**config.mk**
```make
export PLATFORM = sky130hd
export DESIGN_NAME = poly_wave_engine
export DESIGN_NICKNAME = d
export VERILOG_FILES = /design/src/rtl/poly_wave_engine.sv
export SDC_FILE = /design/constraint.sdc
export NUM_CORES = 1
export LEC_CHECK = 0
export BUFFER_PORTS_ARGS = -buffer_cell sky130_fd_sc_hd__buf_4
export CORE_AREA = 2 2 143 145
export DETAILED_ROUTE_END_ITERATION = 8
export DIE_AREA = 0 0 145 147
export PLACE_DENSITY = 0.69
export SLEW_MARGIN = 15
export SYNTH_ARGS = -nofsm -noshare
export SYNTH_HDL_FRONTEND = slang
export SYNTH_SLANG_ARGS = --single-unit
```
**constraint.sdc**
```tcl
create_clock -name clk_i -period 5.6 [get_ports clk_i]
set_input_delay 0.56 -clock clk_i [delete_from_list [all_inputs] [get_ports clk_i]]
set_output_delay 0.56 -clock clk_i [all_outputs]
set_load 0.005 [all_outputs]
```
**src/rtl/poly_wave_engine.sv**
```systemverilog
// Time-multiplexed N-voice DDS oscillator and mixer. Each frame sums one voice per cycle,
// scales the sum, and presents the sample on a valid/ready handshake.
module poly_wave_engine #(
   parameter int unsigned NUM_VOICES = 4,
   parameter int unsigned PHASE_W    = 24,
   parameter int unsigned SAMPLE_W   = 16
) (
   input  logic                           clk_i,
   input  logic                           rst_i,
   input  logic                           sample_tick_i,
   input  logic [NUM_VOICES-1:0]          voice_en_i,
   input  logic [2*NUM_VOICES-1:0]        voice_mode_i,
   input  logic [PHASE_W*NUM_VOICES-1:0]  voice_step_i,
   output logic [SAMPLE_W-1:0]            sample_out_o,
   output logic                           sample_valid_o,
   input  logic                           sample_ready_i,
   output logic                           busy_o,
   output logic                           overrun_o,
   input  logic                           clr_overrun_i
);

   localparam int unsigned IdxW = $clog2(NUM_VOICES);
   localparam int unsigned AccW = SAMPLE_W + IdxW;

   localparam logic [1:0] ModeSq    = 2'b00;
   localparam logic [1:0] ModeSaw   = 2'b01;
   localparam logic [1:0] ModeTri   = 2'b10;
   localparam logic [1:0] ModeNoise = 2'b11;

   localparam logic [SAMPLE_W-1:0] SqPos = {1'b0, {(SAMPLE_W-1){1'b1}}};
   localparam logic [SAMPLE_W-1:0] SqNeg = {1'b1, {(SAMPLE_W-2){1'b0}}, 1'b1};

   typedef enum logic [1:0] {StIdle, StAccum, StScale} state_e;

   state_e                     state_q, state_d;
   logic [IdxW-1:0]            idx_q, idx_d;
   logic signed [AccW-1:0]     acc_q, acc_d;
   logic [15:0]                lfsr_q, lfsr_d;
   logic [PHASE_W-1:0]         phase_q [NUM_VOICES];
   logic [PHASE_W-1:0]         phase_d [NUM_VOICES];
   logic [SAMPLE_W-1:0]        sample_q, sample_d;
   logic                       valid_q, valid_d;
   logic                       overrun_q, overrun_d;

   logic                       last_voice;
   logic                       cur_en;
   logic [1:0]                 cur_mode;
   logic [PHASE_W-1:0]         cur_step;
   logic [PHASE_W-1:0]         cur_phase;
   logic [SAMPLE_W-1:0]        top, tri_t, tri_u, wave, contrib;
   logic                       overrun_set;

   // ---------------- FSM ----------------
   always_ff @(posedge clk_i or posedge rst_i) begin
      if (rst_i) begin
         state_q <= StIdle;
      end else begin
         state_q <= state_d;
      end
   end

   assign last_voice = (idx_q == IdxW'(NUM_VOICES - 1));

   always_comb begin
      state_d = state_q;
      unique case (state_q)
         StIdle:  if (sample_tick_i) state_d = StAccum;
         StAccum: if (last_voice) state_d = StScale;
         StScale: state_d = StIdle;
         default: state_d = StIdle;
      endcase
   end

   always_comb begin
      busy_o = (state_q == StAccum) || (state_q == StScale);
   end

   // ---------------- voice datapath ----------------
   always_comb begin
      cur_en    = voice_en_i[idx_q];
      cur_mode  = voice_mode_i[2*int'(idx_q) +: 2];
      cur_step  = voice_step_i[PHASE_W*int'(idx_q) +: PHASE_W];
      cur_phase = phase_q[idx_q];
      top       = cur_phase[PHASE_W-1 -: SAMPLE_W];
      tri_t     = cur_phase[PHASE_W-2 -: SAMPLE_W];
      tri_u     = cur_phase[PHASE_W-1] ? ~tri_t : tri_t;
      wave      = '0;
      unique case (cur_mode)
         ModeSq:    wave = cur_phase[PHASE_W-1] ? SqNeg : SqPos;
         ModeSaw:   wave = {~top[SAMPLE_W-1], top[SAMPLE_W-2:0]};
         ModeTri:   wave = {~tri_u[SAMPLE_W-1], tri_u[SAMPLE_W-2:0]};
         ModeNoise: wave = lfsr_q[15 -: SAMPLE_W];
         default:   wave = '0;
      endcase
      contrib = cur_en ? wave : '0;
   end

   always_comb begin
      idx_d   = idx_q;
      acc_d   = acc_q;
      lfsr_d  = lfsr_q;
      phase_d = phase_q;
      if (state_q == StIdle && sample_tick_i) begin
         idx_d = '0;
         acc_d = '0;
      end else if (state_q == StAccum) begin
         idx_d = idx_q + 1'b1;
         acc_d = acc_q + AccW'(signed'(contrib));
         // Disabled voices park at phase 0 so a re-enable starts cleanly.
         phase_d[idx_q] = cur_en ? cur_phase + cur_step : '0;
         if (cur_en && cur_mode == ModeNoise) begin
            lfsr_d = {lfsr_q[14:0], lfsr_q[15] ^ lfsr_q[13] ^ lfsr_q[12] ^ lfsr_q[10]};
         end
      end
   end

   // ---------------- output handshake ----------------
   always_comb begin
      sample_d    = sample_q;
      valid_d     = valid_q;
      overrun_set = 1'b0;
      if (state_q == StScale) begin
         // Top SAMPLE_W bits of the accumulator are acc >>> log2(NUM_VOICES).
         sample_d    = acc_q[AccW-1 -: SAMPLE_W];
         valid_d     = 1'b1;
         overrun_set = valid_q && !sample_ready_i;
      end else if (valid_q && sample_ready_i) begin
         valid_d = 1'b0;
      end
      if (sample_tick_i && state_q != StIdle) overrun_set = 1'b1;
      overrun_d = overrun_set ? 1'b1 : (clr_overrun_i ? 1'b0 : overrun_q);
   end

   always_ff @(posedge clk_i or posedge rst_i) begin
      if (rst_i) begin
         idx_q     <= '0;
         acc_q     <= '0;
         lfsr_q    <= 16'hACE1;
         sample_q  <= '0;
         valid_q   <= 1'b0;
         overrun_q <= 1'b0;
         for (int i = 0; i < int'(NUM_VOICES); i++) phase_q[i] <= '0;
      end else begin
         idx_q     <= idx_d;
         acc_q     <= acc_d;
         lfsr_q    <= lfsr_d;
         sample_q  <= sample_d;
         valid_q   <= valid_d;
         overrun_q <= overrun_d;
         phase_q   <= phase_d;
      end
   end

   assign sample_out_o   = sample_q;
   assign sample_valid_o = valid_q;
   assign overrun_o      = overrun_q;

endmodule

```
Yosys cells after proc, flatten, opt, wreduce, memory -nomap -nowiden. Cells that the tools add are included.

Register bits: 152. Input port bits: 113. Output and inout port bits: 19. Word-level logic and storage cells: 79.

Add/sub/neg operators: 3. Multiply operators: 1. $lt $le $gt $ge: 3. Eq/ne operators: 8. Shift operators: 2. Mux-type cells: 26. Bitwise gates (word level): 8. Reduce and logical (&&, ||, !) cells: 17.

Operators by type and width (number): $bwmux W96 (1); $mux W24 (4); $shiftx A96 B8 Y24 (1); $pmux W16 S4 (1); $bmux W24 S2 (1); $demux W24 S2 (1); $mux W16 (3); $mux W18 (2); $add A24 B24 Y24 (1); $add A18 B16 Y18 (1); $not A16 Y16 (1); $eq A2 B2 Y1 const B (4); $mux W2 (4); $reduce_bool A2 Y1 (4); $shiftx A8 B4 Y2 (1); $mux W1 (7); $logic_and A1 B1 Y1 (6); $eq A2 B1 Y1 const B (2); $logic_not A2 Y1 (2); $mul A2 B2 Y4 const A (1); $ne A2 B2 Y1 const B (2); $pmux W2 S2 (1); $reduce_and A2 Y1 (2); $ge A3 B3 Y1 const B (1); other kinds (10) (14).

Depth between registers and ports, before layout.
Depth after elaboration: 12. Gate-level depth with buffers: 20. Mapped depth without buffers: 17.

Worst setup path before layout. No wires, ideal clock.

Kind: reg-to-reg. From: register idx_q[0]. To: register acc_q[16]. Setup time: 0.126 ns. Arrival: 3.766 ns. Required time: 5.474 ns. Setup slack: 1.707 ns. Stages on the path, launching flop included: 20. Buffers on the path: 3. Clock period less this slack: 3.893 ns. Cell sequence: dfrtp_1 > buf_6 > mux4_2 > buf_2 > buf_2 > xnor2_1 > o21ai_0 > o22ai_1 > nor2_1 > ha_1 > inv_1 > fa_1 > nor2b_1 > o21ai_0 > a21oi_1 > o21ai_0 > a21oi_1 > o211ai_1 > mux2i_1 > a311o_1.

Longest elaborated chain between the ends: 12. Elaborated cells on any way between the ends: 21. Those cells by class: add/sub (1); eq/ne (3); shift (1); mux (11); bitwise (4); reduce/logical (1).

RTL lines: from (decl) (line 36) `logic [IdxW-1:0] idx_q, idx_d;`; from (signal assigned) (line 144) `idx_q <= idx_d;`; $not A2 Y3 (not written as such) (line 83) `cur_phase = phase_q[idx_q];`; $bmux W24 S2 (line 83); $mux W24 (not written as such) (2 in a row) (line 83); $not A16 Y16 (line 86) `tri_u = cur_phase[PHASE_W-1] ? ~tri_t : tri_t;`; $mux W16 (line 86); $not A1 Y1 (line 91) `ModeTri: wave = {~tri_u[SAMPLE_W-1], tri_u[SAMPLE_W-2:0]};`; $pmux W16 S4 (line 88) `unique case (cur_mode)`; $mux W16 (*) (line 95) `contrib = cur_en ? wave : '0;`; $add A18 B16 Y18 (*) (line 108) `acc_d = acc_q + AccW'(signed'(contrib));`; $mux W18 (*) (line 106) `end else if (state_q == StAccum) begin`; $mux W18 (*) (line 103) `if (state_q == StIdle && sample_tick_i) begin`; to (signal assigned) (line 137) `acc_q <= '0;`; to (signal assigned) (line 145) `acc_q <= acc_d;`; to (decl) (line 37) `logic signed [AccW-1:0] acc_q, acc_d;`.

Every way passes the cells marked *; elsewhere a longest branch is shown, timed or not. The select of a mux whose other input is x is not followed. A chain may end at the register's enable or synchronous reset.

Final worst setup path.
From: register idx_q[0]. To: register phase_q[71] (netlist name).

Longest elaborated chain between the ends: 7. Elaborated cells on any way between the ends: 16. Those cells by class: add/sub (1); mul (1); order compare (2); shift (1); mux (9); bitwise (1); reduce/logical (1).

RTL lines: branches (longest 6 deep; another with $add A24 B24 Y24); $bwmux W96 (*) (line 110) `phase_d[idx_q] = cur_en ? cur_phase + cur_step : '0;`; to (signal assigned) (line 150) `phase_q <= phase_d;`; to (decl) (line 39) `logic [PHASE_W-1:0] phase_q [NUM_VOICES];`.

Every way passes the cells marked *. The select of a mux whose other input is x is not followed.

==> summary.md <==
| Metric | Value |
|---|---|
| Status | `finished, final reports clean` |
| Cell area after synthesis | `9485 sq um` |
| Final core utilization | `0.5658` |
| Gr ovfl total | `0` |
| R2R Path End | `phase_q[71]` |
| Relative slew slack | `0.2604` |
| Layout cells sized above 1 | `0.2641` |
| DR vias | `7,405` |
| Final instance area | `11,230 sq um` |
| Drt drc | `0` |
| Maximum vdd drop | `0.2916 mV` |
| Post-CTS setup buffers | `0` |
| Critical Path Start Type | `register` |
| DRT iter0 DRCs | `504` |
| Post-CTS sizing | `0` |
| Least-Margin Pin Slew | `1081 ps` |
| Worst-path clk slew | `60 ps` |
| Chip width | `145 um` |
| HP Class | `in -> async` |
| Crit path max-delay family | `compound AO/OA/AOI/OAI gates` |
| CP required | `5970 ps` |
| CTS Buf Count | `17` |
| Largest net degree at the start of global routing | `62` |
| Crit path time final | `4535 ps` |
| Setup Viol. Count Final | `0` |
| R2R depth | `11` |
| Placer's final routability congestion estimate | `0.9040` |
| Mean area per synthesized cell | `10.21 sq um` |
| Max stage delay on crit path | `940 ps` |
| Power Density | `699.9 nW/um^2` |
| Post-route setup TNS | `0 ps` |
| PnR worst setup slack | `1065 ps` |
| Vias per inst | `5.631` |
| FF+latch count, synth | `152` |
| CTS tree | `done` |
| Row cnt | `52` |
| Die height | `147 um` |
| RSZ-0062 raised after global routing | `no` |
| Vias in the first global route | `7,476` |
| CP max stage cell | `a2111oi_0` |
| Clk sinks | `152` |
| Core area | `19,840 sq um` |
| CP Buf/Inv Count | `1` |
| Insertion delay to the later sink of the worst-skew pair | `430 ps` |
| Main flop type after synthesis | `dfrtp_1` |
| Placement Cell Area | `10,660 sq um` |
| Tcrit/Tclk final | `0.8099` |
| Final ANT Viol Nets | `0` |
| Asr flop ratio synth | `1.000` |
| Setup WS pre-CTS | `1033 ps` |
| Hold buffer count at CTS | `0` |
| Flop2flop setup slack | `1060 ps` |
| Worst Path Arrival | `4900 ps` |
| Clk root buf | `clkbuf_16` |
| Sequential area share after synthesis | `0.4021` |
| H-tree Lvls | `4` |
| Final slew viol count | `0` |
| Initial antenna violation count | `0` |
| Number of synthesized flops with an enable pin | `0` |
| Max Cap Viol | `0` |
| Die outline area | `21,320 sq um` |
| Yosys Warn Count | `0` |
| WS Path Type | `reg -> reg` |
| Gr usage total | `0.2220` |
| Critical-path cell list | `buf_4 -> mux4_2 -> ha_1 -> a21o_1 -> a21oi_1 -> nor4_1 -> nor2_1 -> a2111oi_0 -> o32ai_1 -> xnor2_1 -> a22o_1` |
| Final Hold Viols | `0` |
| Avg WL per Cell | `17.33 um` |
| Longest Clk Path Bufs | `2` |
| Antenna diodes | `0` |
| Post-synthesis instance total | `929` |
| R2r startpoint | `idx_q[0]` |
| Maximum clock rate | `220.5 MHz` |
| DP Wirelength | `16,140 um` |
| Syn Nets | `1,091` |
| Nets | `1,194` |
| Global-route wire length before repair | `37,860 um` |
| Synth-to-Final Area Change | `18.38%` |
| Worst-path maximum fanout | `26` |
| Initial Util | `0.4780` |
| Setup Skew | `6.058 ps` |
| Port buffer count | `131` |
| CP Capture Type | `register` |
| Leakage | `5.130 nW` |
| Total power | `7.859 mW` |
| Yosys cell types | `56` |
| Post-Route WL | `22,790 um` |
| I/O Pins | `132` |
| DRT Pass-1 Iters | `5` |
[cells in the mapped netlist, types with 3 or more instances]
library cell | instances | area, sq um
o21ai_0 | 80 | 400.4
xor2_1 | 20 | 175.2
buf_2 | 10 | 50.05
a211oi_1 | 4 | 30.03
ha_1 | 47 | 588.1
mux2i_1 | 13 | 130.1
dfrtp_1 | 144 | 3603
nand3_1 | 5 | 25.02
a31oi_1 | 4 | 25.02
buf_1 | 5 | 18.77
a21oi_1 | 43 | 215.2
mux2_2 | 34 | 382.9
nand4_1 | 5 | 31.28
o22ai_1 | 15 | 93.84
mux4_2 | 49 | 1104
a22o_1 | 8 | 70.07
nor4_1 | 3 | 18.77
o21a_1 | 6 | 45.04
o31ai_1 | 53 | 397.9
clkbuf_1 | 40 | 150.1
inv_1 | 24 | 90.09
nand2_1 | 153 | 574.3
nor2_1 | 57 | 214.0
o21bai_1 | 6 | 45.04
dfstp_2 | 8 | 210.2
a21o_1 | 15 | 112.6
buf_4 | 3 | 22.52
xnor2_1 | 36 | 315.3
[layer usage]
metal	routed length (um)	up-vias	track usage
met5	0	-	0
met4	408	0	0.06238
met3	1052	37	0.04503
met2	11260	181	0.3795
met1	10060	3601	0.2894
li1	-	3586	-
[power by group]
group	internal [mW]	total, mW	switching (mW)
Sequential	1.52	1.80	0.279
Combinational	2.04	4.94	2.89
Clock	0.655	1.12	0.462
Total	4.22	7.86	3.64
[sequential cells by signal (all words and copies together), names as in the netlist]
register and cells:
idx_q 2, phase_q 96, acc_q 18, sample_valid_o 1
state_q 2, lfsr_q 16, overrun_o 1, sample_out_o 16
[cells by family (layout without fill, tap and decap cells)]
group / after synthesis / after routing / synth area share
AND/OR/NAND/NOR: 240 / 240 / 0.1037
multiplexers: 96 / 96 / 0.1704
XOR/XNOR: 56 / 56 / 0.05171
buffers and inverters: 85 / 201 / 0.03786
flip-flops: 152 / 152 / 0.4021
AO/OA/AOI/OAI: 251 / 251 / 0.1681
adder cells (fa/ha/maj): 49 / 49 / 0.06622
[placed cells by master, fill, tap and decap left out, types with 4 or more instances in the layout]
master     instances
buf_4            145
o31ai_1           53
a211oi_1           4
xnor2_1           36
o21a_1             6
clkbuf_16         17
xor2_1            20
inv_1             23
mux2i_1           13
nand2_1          153
dfstp_2            8
o22ai_1           15
nand3_1            5
mux4_2            49
clkbuf_1           4
o21ai_0           79
a21oi_1           43
a31oi_1            4
dfrtp_1          142
nor2_1            57
mux2_2            34
nand4_1            5
a21o_1            15
ha_1              47
o21bai_1           6
a22o_1             8
[area by class of cell]
| type | count | area, sq um |
|---|---|---|
| multi-input cells | 692 | 5324 |
| fillers | 1748 | 8616 |
| clock inverters | 11 | 123.9 |
| inverters | 24 | 95.09 |
| well taps | 270 | 337.8 |
| flip-flops and latches | 152 | 3819 |
| clock buffers | 21 | 440.4 |
| repair buffers | 145 | 1089 |
[stage by stage]
step           instances  hold slack [ps]
2_1_floorplan        929            443.2
4_1_cts             1315            110.2
6_report            1315            105.8
5_1_grt             1315            131.3
3_5_place_dp        1283            460.3
3_3_place_gp        1283            454.6
[worst max path at each step]
stage	depth (start not counted)	endpoint	start
finish	11	phase_q[71]	idx_q[0]
global route	11	phase_q[47]	idx_q[0]
CTS	14	acc_q[16]	idx_q[0]
detailed placement	14	acc_q[16]	idx_q[0]
global placement	14	acc_q[16]	idx_q[0]
floorplan	1	acc_q[0]	rst_i
Power figures use the tool's default switching activity.
